<file path="src/rtl/file_addr_pkg.sv">
// file_addr_pkg: shared types and default widths for the file address sequencer.
// Region table entry layout and sequencer state encoding.
package file_addr_pkg;

  localparam int DEF_FILE_W      = 16;
  localparam int DEF_ADDR_W      = 16;
  localparam int DEF_NUM_REGIONS = 16;

  typedef struct packed {
    logic                  valid;
    logic [DEF_FILE_W-1:0] file_lo;
    logic [DEF_FILE_W-1:0] file_hi;
    logic [DEF_ADDR_W-1:0] mem_start;
    logic [DEF_ADDR_W-1:0] mem_end;
  } region_entry_t;

  typedef enum logic [1:0] {
    ST_IDLE   = 2'd0,
    ST_LOOKUP = 2'd1,
    ST_STREAM = 2'd2
  } state_t;

endpackage

</file>
<file path="src/rtl/file_region_match.sv">
// file_region_match: combinational priority matcher over the region table.
// Lowest-index valid entry whose file range covers the file wins.
module file_region_match
  import file_addr_pkg::*;
#(
  parameter int NUM_REGIONS = DEF_NUM_REGIONS,
  parameter int IDX_W       = $clog2(NUM_REGIONS)
) (
  input  region_entry_t         regions [NUM_REGIONS],
  input  logic [DEF_FILE_W-1:0] file,
  output logic                  hit,
  output logic [IDX_W-1:0]      idx,
  output region_entry_t         entry
);

  // scan high to low so the lowest matching index is the last assignment
  always_comb begin
    hit   = 1'b0;
    idx   = '0;
    entry = '0;
    for (int i = NUM_REGIONS - 1; i >= 0; i--) begin
      if (regions[i].valid &&
          regions[i].file_lo <= file &&
          file <= regions[i].file_hi &&
          regions[i].mem_start <= regions[i].mem_end) begin
        hit   = 1'b1;
        idx   = IDX_W'(i);
        entry = regions[i];
      end
    end
  end

endmodule

</file>
<file path="src/rtl/file_addr_seq.sv">
// file_addr_seq: programmable file-index to feature-memory address streamer.
// Option FILE_ADDR_SEQ_OFFSET_EN gives each file in a range its own slot.
module file_addr_seq
  import file_addr_pkg::*;
#(
  parameter int FILE_W      = DEF_FILE_W,
  parameter int ADDR_W      = DEF_ADDR_W,
  parameter int NUM_REGIONS = DEF_NUM_REGIONS
) (
  input  logic                           clk,
  input  logic                           rst_n,
  input  logic                           cfg_we,
  input  logic [$clog2(NUM_REGIONS)-1:0] cfg_idx,
  input  logic [FILE_W-1:0]              cfg_file_lo,
  input  logic [FILE_W-1:0]              cfg_file_hi,
  input  logic [ADDR_W-1:0]              cfg_mem_start,
  input  logic [ADDR_W-1:0]              cfg_mem_end,
  input  logic                           cfg_valid,
  input  logic                           req_valid,
  output logic                           req_ready,
  input  logic [FILE_W-1:0]              req_file,
  input  logic                           abort,
  output logic                           addr_valid,
  input  logic                           addr_ready,
  output logic [ADDR_W-1:0]              addr,
  output logic                           addr_last,
  output logic [ADDR_W-1:0]              file_size,
  output logic [ADDR_W-1:0]              memory_start,
  output logic [ADDR_W-1:0]              memory_end,
  output logic                           miss,
  output logic                           busy
);

  localparam int IDX_W = $clog2(NUM_REGIONS);

  state_t             state, state_n;
  region_entry_t      regions [NUM_REGIONS];
  logic [FILE_W-1:0]  file_q;
  logic               hit;
  logic [IDX_W-1:0]   m_idx;
  region_entry_t      m_entry;
  logic [ADDR_W-1:0]  span, base, last_a;
  logic [ADDR_W-1:0]  cnt_n, start_n, end_n, size_n;
  logic               load;
  logic               unused;

  file_region_match #(
    .NUM_REGIONS(NUM_REGIONS)
  ) u_match (
    .regions(regions),
    .file   (file_q),
    .hit    (hit),
    .idx    (m_idx),
    .entry  (m_entry)
  );

  assign unused = ^{m_idx, m_entry.valid, m_entry.file_hi, m_entry.file_lo};

  assign req_ready = (state == ST_IDLE);
  assign load      = (state == ST_LOOKUP) && hit && !abort;

  // region geometry of the matched entry; size wraps for a full-range region
  always_comb begin
    span = m_entry.mem_end - m_entry.mem_start + ADDR_W'(1);
`ifdef FILE_ADDR_SEQ_OFFSET_EN
    base = m_entry.mem_start + ADDR_W'(file_q - m_entry.file_lo) * span;
`else
    base = m_entry.mem_start;
`endif
    last_a = base + span - ADDR_W'(1);
  end

  // next-state decode
  always_comb begin
    state_n = state;
    unique case (state)
      ST_IDLE:   if (req_valid) state_n = ST_LOOKUP;
      ST_LOOKUP: state_n = load ? ST_STREAM : ST_IDLE;
      ST_STREAM: if (abort || (addr_ready && addr_last)) state_n = ST_IDLE;
      default:   state_n = ST_IDLE;
    endcase
  end

  // next counter and latched request info
  always_comb begin
    cnt_n   = addr;
    start_n = memory_start;
    end_n   = memory_end;
    size_n  = file_size;
    if (load) begin
      cnt_n   = base;
      start_n = base;
      end_n   = last_a;
      size_n  = span;
    end else if (state == ST_STREAM && addr_ready) begin
      cnt_n = addr + ADDR_W'(1);
    end
  end

  // state, stream and status registers
  always_ff @(posedge clk or negedge rst_n) begin
    if (!rst_n) begin
      state        <= ST_IDLE;
      file_q       <= '0;
      addr         <= '0;
      addr_valid   <= 1'b0;
      addr_last    <= 1'b0;
      file_size    <= '0;
      memory_start <= '0;
      memory_end   <= '0;
      miss         <= 1'b0;
      busy         <= 1'b0;
    end else begin
      state        <= state_n;
      addr         <= cnt_n;
      memory_start <= start_n;
      memory_end   <= end_n;
      file_size    <= size_n;
      addr_valid   <= (state_n == ST_STREAM);
      addr_last    <= (state_n == ST_STREAM) && (cnt_n == end_n);
      busy         <= (state_n != ST_IDLE);
      miss         <= (state == ST_LOOKUP) && !hit && !abort;
      if (state == ST_IDLE && req_valid) file_q <= req_file;
    end
  end

  // region table, writable in any state
  always_ff @(posedge clk or negedge rst_n) begin
    if (!rst_n) begin
      for (int i = 0; i < NUM_REGIONS; i++) regions[i] <= '0;
    end else if (cfg_we) begin
      regions[cfg_idx] <= '{valid:     cfg_valid,
                            file_lo:   cfg_file_lo,
                            file_hi:   cfg_file_hi,
                            mem_start: cfg_mem_start,
                            mem_end:   cfg_mem_end};
    end
  end

endmodule
</file>
<file path="config.mk">
export PLATFORM = sky130hd
export DESIGN_NAME = file_addr_seq
export DESIGN_NICKNAME = d
export VERILOG_FILES = /design/src/rtl/file_addr_pkg.sv /design/src/rtl/file_region_match.sv /design/src/rtl/file_addr_seq.sv
export SDC_FILE = /design/constraint.sdc
export NUM_CORES = 2
export LEC_CHECK = 0
export ABC_CLOCK_PERIOD_IN_PS = 8200
export BUFFER_PORTS_ARGS = -buffer_cell sky130_fd_sc_hd__buf_2
export CORE_UTILIZATION = 58
export CTS_CLUSTER_SIZE = 25
export DETAILED_ROUTE_END_ITERATION = 6
export PLACE_DENSITY = 0.82
export SLEW_MARGIN = 20
export SYNTH_ARGS = -nofsm -noshare
export SYNTH_HDL_FRONTEND = slang
export SYNTH_SLANG_ARGS = --single-unit
</file>
<file path="constraint.sdc">
create_clock -name clk -period 8.2 [get_ports clk]
set_input_delay 1.64 -clock clk [delete_from_list [all_inputs] [get_ports clk]]
set_output_delay 1.64 -clock clk [all_outputs]
set_load 0.05 [all_outputs]
</file>
Word-level counts from Yosys, hierarchy flattened:

Index checks and enable logic that the tools add are counted.

* $add $sub $neg: 5
* multipliers: 0
* div/mod/pow operators: 0
* magnitude comparators: 50
* equal/unequal tests: 4
* shift operators: 0
* mux-type cells: 42
* bitwise logic cells: 1
* reduce and logical (&&, ||, !) cells: 62

Operator list (number)
* $bwmux W1040: 1
* $le A16 B16 Y1: 48
* $mux W32: 16
* $demux W65 S4: 1
* $mux W65: 1
* $logic_and A1 B1 Y1: 57
* $mux W16: 3
* $add A16 B1 Y16 const B: 2
* $add A16 B16 Y16: 1
* $eq A16 B16 Y1: 1
* $mux W1: 16
* $sub A16 B1 Y16 const B: 1
* $sub A16 B16 Y16: 1
* $mux W2: 3
* $pmux W2 S3: 1
* $ge A5 B5 Y1 const B: 1
* $lt A5 B1 Y1 const B: 1
* $not A4 Y5: 1
* $eq A2 B2 Y1 const B: 2
* $eq A2 B1 Y1 const B: 1
* $logic_not A1 Y1: 2
* $logic_not A2 Y1: 1
* $reduce_bool A2 Y1: 1
* $logic_or A1 B1 Y1: 1

* flip-flop bits (word level): 1126
* latch bits: 0
* RAM bits: 0
* memory bits (read-only): 0
* bits of input ports: 91
* output and inout port bits: 69
* logic and storage cells: 254
* memories: 0

Logic depth before layout (Yosys ltp):

* depth in word-level cells: 27
* gate-level depth with buffers: 46
* gate-level depth less buffers: 42

Cells and area by module:

From an unflattened synthesis, not the netlist that was laid out.

* cells, all modules: 6876
* area total of the unflattened synthesis: 71818.9 um^2

By module, submodules not included
* file_addr_seq: times used 1, cells each 2866, area each 44079.8 um^2, seq. area each 28177.0 um^2
* file_region_match: times used 1, cells each 4010, area each 27739.1 um^2, seq. area each 0.0 um^2

Least setup slack after synthesis:

Ideal clock, no wire load.

* kind: register to register
* start point: register file_q[14]
* end point: register addr_last
* setup time: 0.111 ns
* arrival time: 8.793 ns
* required time: 8.089 ns
* path slack: -0.705 ns
* cell stages (with the launch flop): 41
* path buffers: 1
* clock period less this slack: 8.905 ns
* cell sequence: dfrtp_1 -> inv_1 -> ha_1 -> a21oi_1 -> nand2_1 -> a221o_1 -> o31a_1 -> a2111oi_4 -> a21boi_2 -> clkbuf_1 -> a221oi_1 -> o31a_1 -> nor2_1 -> a21oi_1 -> o21ai_0 -> a211oi_1 -> nor4b_1 -> a221oi_1 -> (+5 left out) -> o21ai_0 -> or4_1 -> a31oi_1 -> xor2_1 -> ha_1 -> inv_1 -> ha_1 -> a21oi_1 -> o21ai_0 -> a21o_1 -> a21o_1 -> a21o_1 -> a21oi_1 -> xor2_1 -> xor2_1 -> a2111oi_0 -> o2111ai_1 -> a2111oi_2

* longest elaborated chain between the ends: 27
* elaborated cells between the ends (all ways): 125
* those cells by class: add/sub: 4; order compare: 32; eq/ne: 2; mux: 36; reduce/logical: 51

Ends and longest elaborated chain
* start: declaration: RTL line file_addr_seq.sv:38 `logic [FILE_W-1:0] file_q;`
* start signal: assignment: RTL line file_addr_seq.sv:123 `if (state == ST_IDLE && req_valid) file_q <= req_file;`
* $le A16 B16 Y1: RTL line file_region_match.sv:23 `regions[i].file_lo <= file &&`
* $logic_and A1 B1 Y1: RTL line file_region_match.sv:22 `if (regions[i].valid &&`
* $logic_and A1 B1 Y1: RTL line file_region_match.sv:23
* $logic_and A1 B1 Y1: RTL line file_region_match.sv:24 `file <= regions[i].file_hi &&`
* $mux W32 (16 in a row): RTL line file_region_match.sv:22
* $sub A16 B16 Y16: RTL line file_addr_seq.sv:64 `span = m_entry.mem_end - m_entry.mem_start + ADDR_W'(1);`
* $add A16 B1 Y16: RTL line file_addr_seq.sv:64
* $add A16 B16 Y16: RTL line file_addr_seq.sv:70 `last_a = base + span - ADDR_W'(1);`
* $sub A16 B1 Y16: RTL line file_addr_seq.sv:70
* $mux W16: RTL line file_addr_seq.sv:90 `if (load) begin`
* $eq A16 B16 Y1: RTL line file_addr_seq.sv:120 `addr_last <= (state_n == ST_STREAM) && (cnt_n == end_n);`
* $logic_and A1 B1 Y1 *: RTL line file_addr_seq.sv:120
* end signal: assignment: RTL line file_addr_seq.sv:120
* end: declaration: RTL line file_addr_seq.sv:26 `output logic addr_last,`

Every way passes the cells marked *; elsewhere a longest branch is shown, timed or not.
A chain may end at the register's enable or synchronous reset.

Worst setup path in the final report:

* start point: register file_q[10]
* end point: register addr_last

The elaborated chain is that of the path after synthesis.

==> results.json <==
{
  "fin_util_pct": 69.5,
  "hold_violations": 0,
  "final_nets": 8064,
  "worstSetupStartpointType": "flop",
  "pin_count": 160,
  "holdPathStages": 2,
  "maxCapViolations": 0,
  "drive_gt1_share_pct": 27.0,
  "slowest_delay_ns": 0.48,
  "ff2ff_setup_slack_ns": -0.65,
  "cts_tree": "built",
  "syn_area_um2": 66300,
  "clkSinkCount": 1126,
  "finalCriticalPeriod_ns": 8.85,
  "wl_met1_um": 85700,
  "ys_warn_count": 0,
  "htreeDepth": 3,
  "setup_viol": 3,
  "clk_latency_ns": 0.76,
  "async_flop_share_pct": 100,
  "core_um2": 113000,
  "layout.cells.non_filler": 8754,
  "grt_pass1_wl_um": 327000,
  "clock.fmax_ghz": 0.113,
  "die_w_um": 340,
  "fin_skew_ns": 0.0268,
  "finalMaxSlewViolations": 0,
  "portBuffers": 159,
  "reg2reg_from": "file_q[10]$_DFFE_PN0P_",
  "synth-edff-count": 0,
  "drcViolationCount": 1,
  "reg2reg_to": "addr_last$_DFF_PN0_",
  "crit_path_end_kind": "flop",
  "cp_max_fo": 13,
  "drtPass1Iterations": 7,
  "num_rows": 123,
  "hold_class": "reg2reg",
  "vias": 55300,
  "gr-total-overflow": 0,
  "die_area_um2": 116000,
  "die_h_um": 340,
  "rsz0062_at_grt": "yes",
  "drt_iter0_markers": 5304,
  "grt_pass1_vias": 55800,
  "numCtsBuffers": 121,
  "cp_common_cell": "buf_4",
  "routed.top_layer": "met5",
  "dr_wl_met2_um": 96100,
  "synth_nets": 7375,
  "clockBufferDepth": 3,
  "area_growth_pct": 18.4,
  "max_slew_margin_pct": 24.4,
  "drtAntennaViolNets": 0,
  "place_inst": 8476,
  "tightest_slew_ns": 1.13,
  "layout_setup_ws_ns": -0.650,
  "regArea_um2": 28200,
  "ys_ff_latch": 1126,
  "nFillCells": 8115,
  "reg2reg_depth": 40,
  "gp_congestion": 0.994,
  "ys.flop_type": "dfrtp_1",
  "clock-root-buffer": "clkbuf_16",
  "clk_pin_slew_worst_paths_ns": 0.06,
  "tns_ns": -1.32,
  "cp.required_ns": 8.84,
  "status": "finished with violations",
  "synth_cell_type_count": 100,
  "place_hpwl_um": 150000,
  "min_from": "file_size[8]$_DFFE_PN0P_",
  "start_util_pct": 58.7,
  "track_usage_pct": 36.5,
  "path_class": "reg2reg",
  "fin_crit_sh_pct": 108,
  "cp.arrival_ns": 9.49,
  "seq_area_frac_synth_pct": 42.5,
  "slowest_stage": "a222oi_1",
  "multi_input_area_um2": 35400,
  "whs_ns": 0.474,
  "synthCells": 6459,
  "vias_per_cell": 6.31,
  "violations": "design-rule violations, negative setup slack",
  "grt_max_degree": 164,
  "wl_per_cell_um": 24.2,
  "dr_wl_met3_um": 18700,
  "antenna_found_initial": 17,
  "holdPathEnd": "file_size[8]$_DFFE_PN0P_",
  "routed_wl_um": 212000,
  "cts_hold_buffers": 0,
  "synth.avg_cell_area_um2": 10.3
}
layout make-up:
cell class	count	share of cell area (%)
Multi-Input combinational cell	4414	45.1
Sequential cell	1126	35.9
Timing Repair Buffer	872	8.21
Clock buffer	177	4.59
Inverter	613	2.99
Tap cell	1500	2.39
Clock inverter	48	0.792
Antenna cell	4	0.0128
worst max path at each step:
stage	startpoint	endpoint	slack, ns	depth (start not counted)
after floorplan	file_q[14]$_DFFE_PN0P_	addr_last$_DFF_PN0_	0.02	42
after global routing	file_q[11]$_DFFE_PN0P_	addr_last$_DFF_PN0_	-0.85	38
final	file_q[10]$_DFFE_PN0P_	addr_last$_DFF_PN0_	-0.65	40
after detailed placement	file_q[4]$_DFFE_PN0P_	addr_last$_DFF_PN0_	-1.36	37
after CTS	file_q[7]$_DFFE_PN0P_	addr_last$_DFF_PN0_	-0.51	38
after global placement	file_q[4]$_DFFE_PN0P_	addr_last$_DFF_PN0_	-1.13	39
worst max-delay path: cells and delay by family (launching register included):
family | cells | cell delay [ns]
XOR/XNOR | 4 | 0.88
flip-flops | 1 | 0.39
AND/OR/NAND/NOR | 9 | 1.87
AO/OA/AOI/OAI | 15 | 2.96
multiplexers | 1 | 0.19
adder cells (fa/ha/maj) | 5 | 1.55
buffers and inverters | 6 | 0.91
logic make-up (layout without fill, tap and decap cells):
family	after synthesis	after routing	share of synthesized area [%]
AO/OA/AOI/OAI	1435	1435	13.9
AND/OR/NAND/NOR	1364	1364	9.61
flip-flops	1126	1126	42.5
buffers and inverters	919	1710	5.26
adder cells (fa/ha/maj)	825	825	15.6
multiplexers	721	721	12.2
XOR/XNOR	69	69	0.932
other	0	4	0
per-layer routing:
metal,vias to the layer above,GRT usage [%]
met2,2591,57.3
met4,22,17.7
met1,27400,47.9
met3,629,8.14
met5,-,0
li1,24600,-
through the flow:
| step | worst slack [ns] | cell area [µm²] |
|---|---|---|
| 2_1_floorplan | 0.0213 | 66500 |
| 5_1_grt | -0.849 | 78500 |
| 3_3_place_gp | -1.13 | 73200 |
| 3_5_place_dp | -1.36 | 73200 |
| 6_report | -0.650 | 78500 |
| 4_1_cts | -0.506 | 78300 |
sequential cells by signal (all words and copies together) (netlist names), 2 cells and up:
name          count
file_size        16
regions        1040
memory_end       16
addr             16
memory_start     16
state             2
file_q           16
synth_stat cells (all sizes together), types with 15 or more instances:
library cell     n  area [µm²]
a211oi          66         500
xnor2           31         272
inv            612        2300
and3            20         125
nand4          133         832
mux2           708        7970
a221o           27         270
a31oi           26         163
o221ai          15         131
a2111oi         22         249
o21ai          500        2510
o21a            23         173
o22ai           23         144
a211o           22         193
o31ai           17         128
nand2          650        2440
nor4            38         238
dfrtp         1126       28200
a21oi          323        1620
buf             31         158
clkbuf         275        1030
a21boi          31         236
a22oi           20         150
nor3            54         270
ha             823       10300
and4            30         263
nand2b          19         119
o21bai          16         120
o311ai          22         193
a221oi          56         490
o221a           15         169
nand3          134         676
o211ai          72         551
xor2            37         324
and2            15        93.8
nor2           183         687
nor2b           40         250
a21o            54         405
cell usage in the layout (no fill, tap or decap), types with 17 or more instances in the layout:
cell           n
a211o_1       22
a211oi_1      61
a21boi_0      22
a21o_1        54
a21oi_1      306
a221o_1       27
a221oi_1      53
a22oi_1       20
a31oi_1       24
and3_1        19
and4_1        30
buf_12        20
buf_2        158
buf_4        684
clkbuf_1      22
clkbuf_16    123
clkbuf_8      32
clkinv_2      24
clkinvlp_4    18
dfrtp_1     1113
ha_1         805
inv_1        595
mux2_2       708
nand2_1      647
nand2b_1      17
nand3_1      133
nand4_1      133
nor2_1       169
nor2b_1       39
nor3_1        50
nor4_1        34
o211ai_1      70
o21a_1        22
o21ai_0      473
o21ai_1       19
o22ai_1       22
o311ai_0      17
xnor2_1       27
xor2_1        36
timing repair:
item | in CTS | in global routing
pin swaps | 51 | 41
setup endpoints to repair | 7 | 6
resized for setup | 101 | 39
buffers inserted | 46 | 5
Power is left out: the tool's default activity adds up to more than one toggle a clock period on the data nets, which glitch-free logic cannot reach.
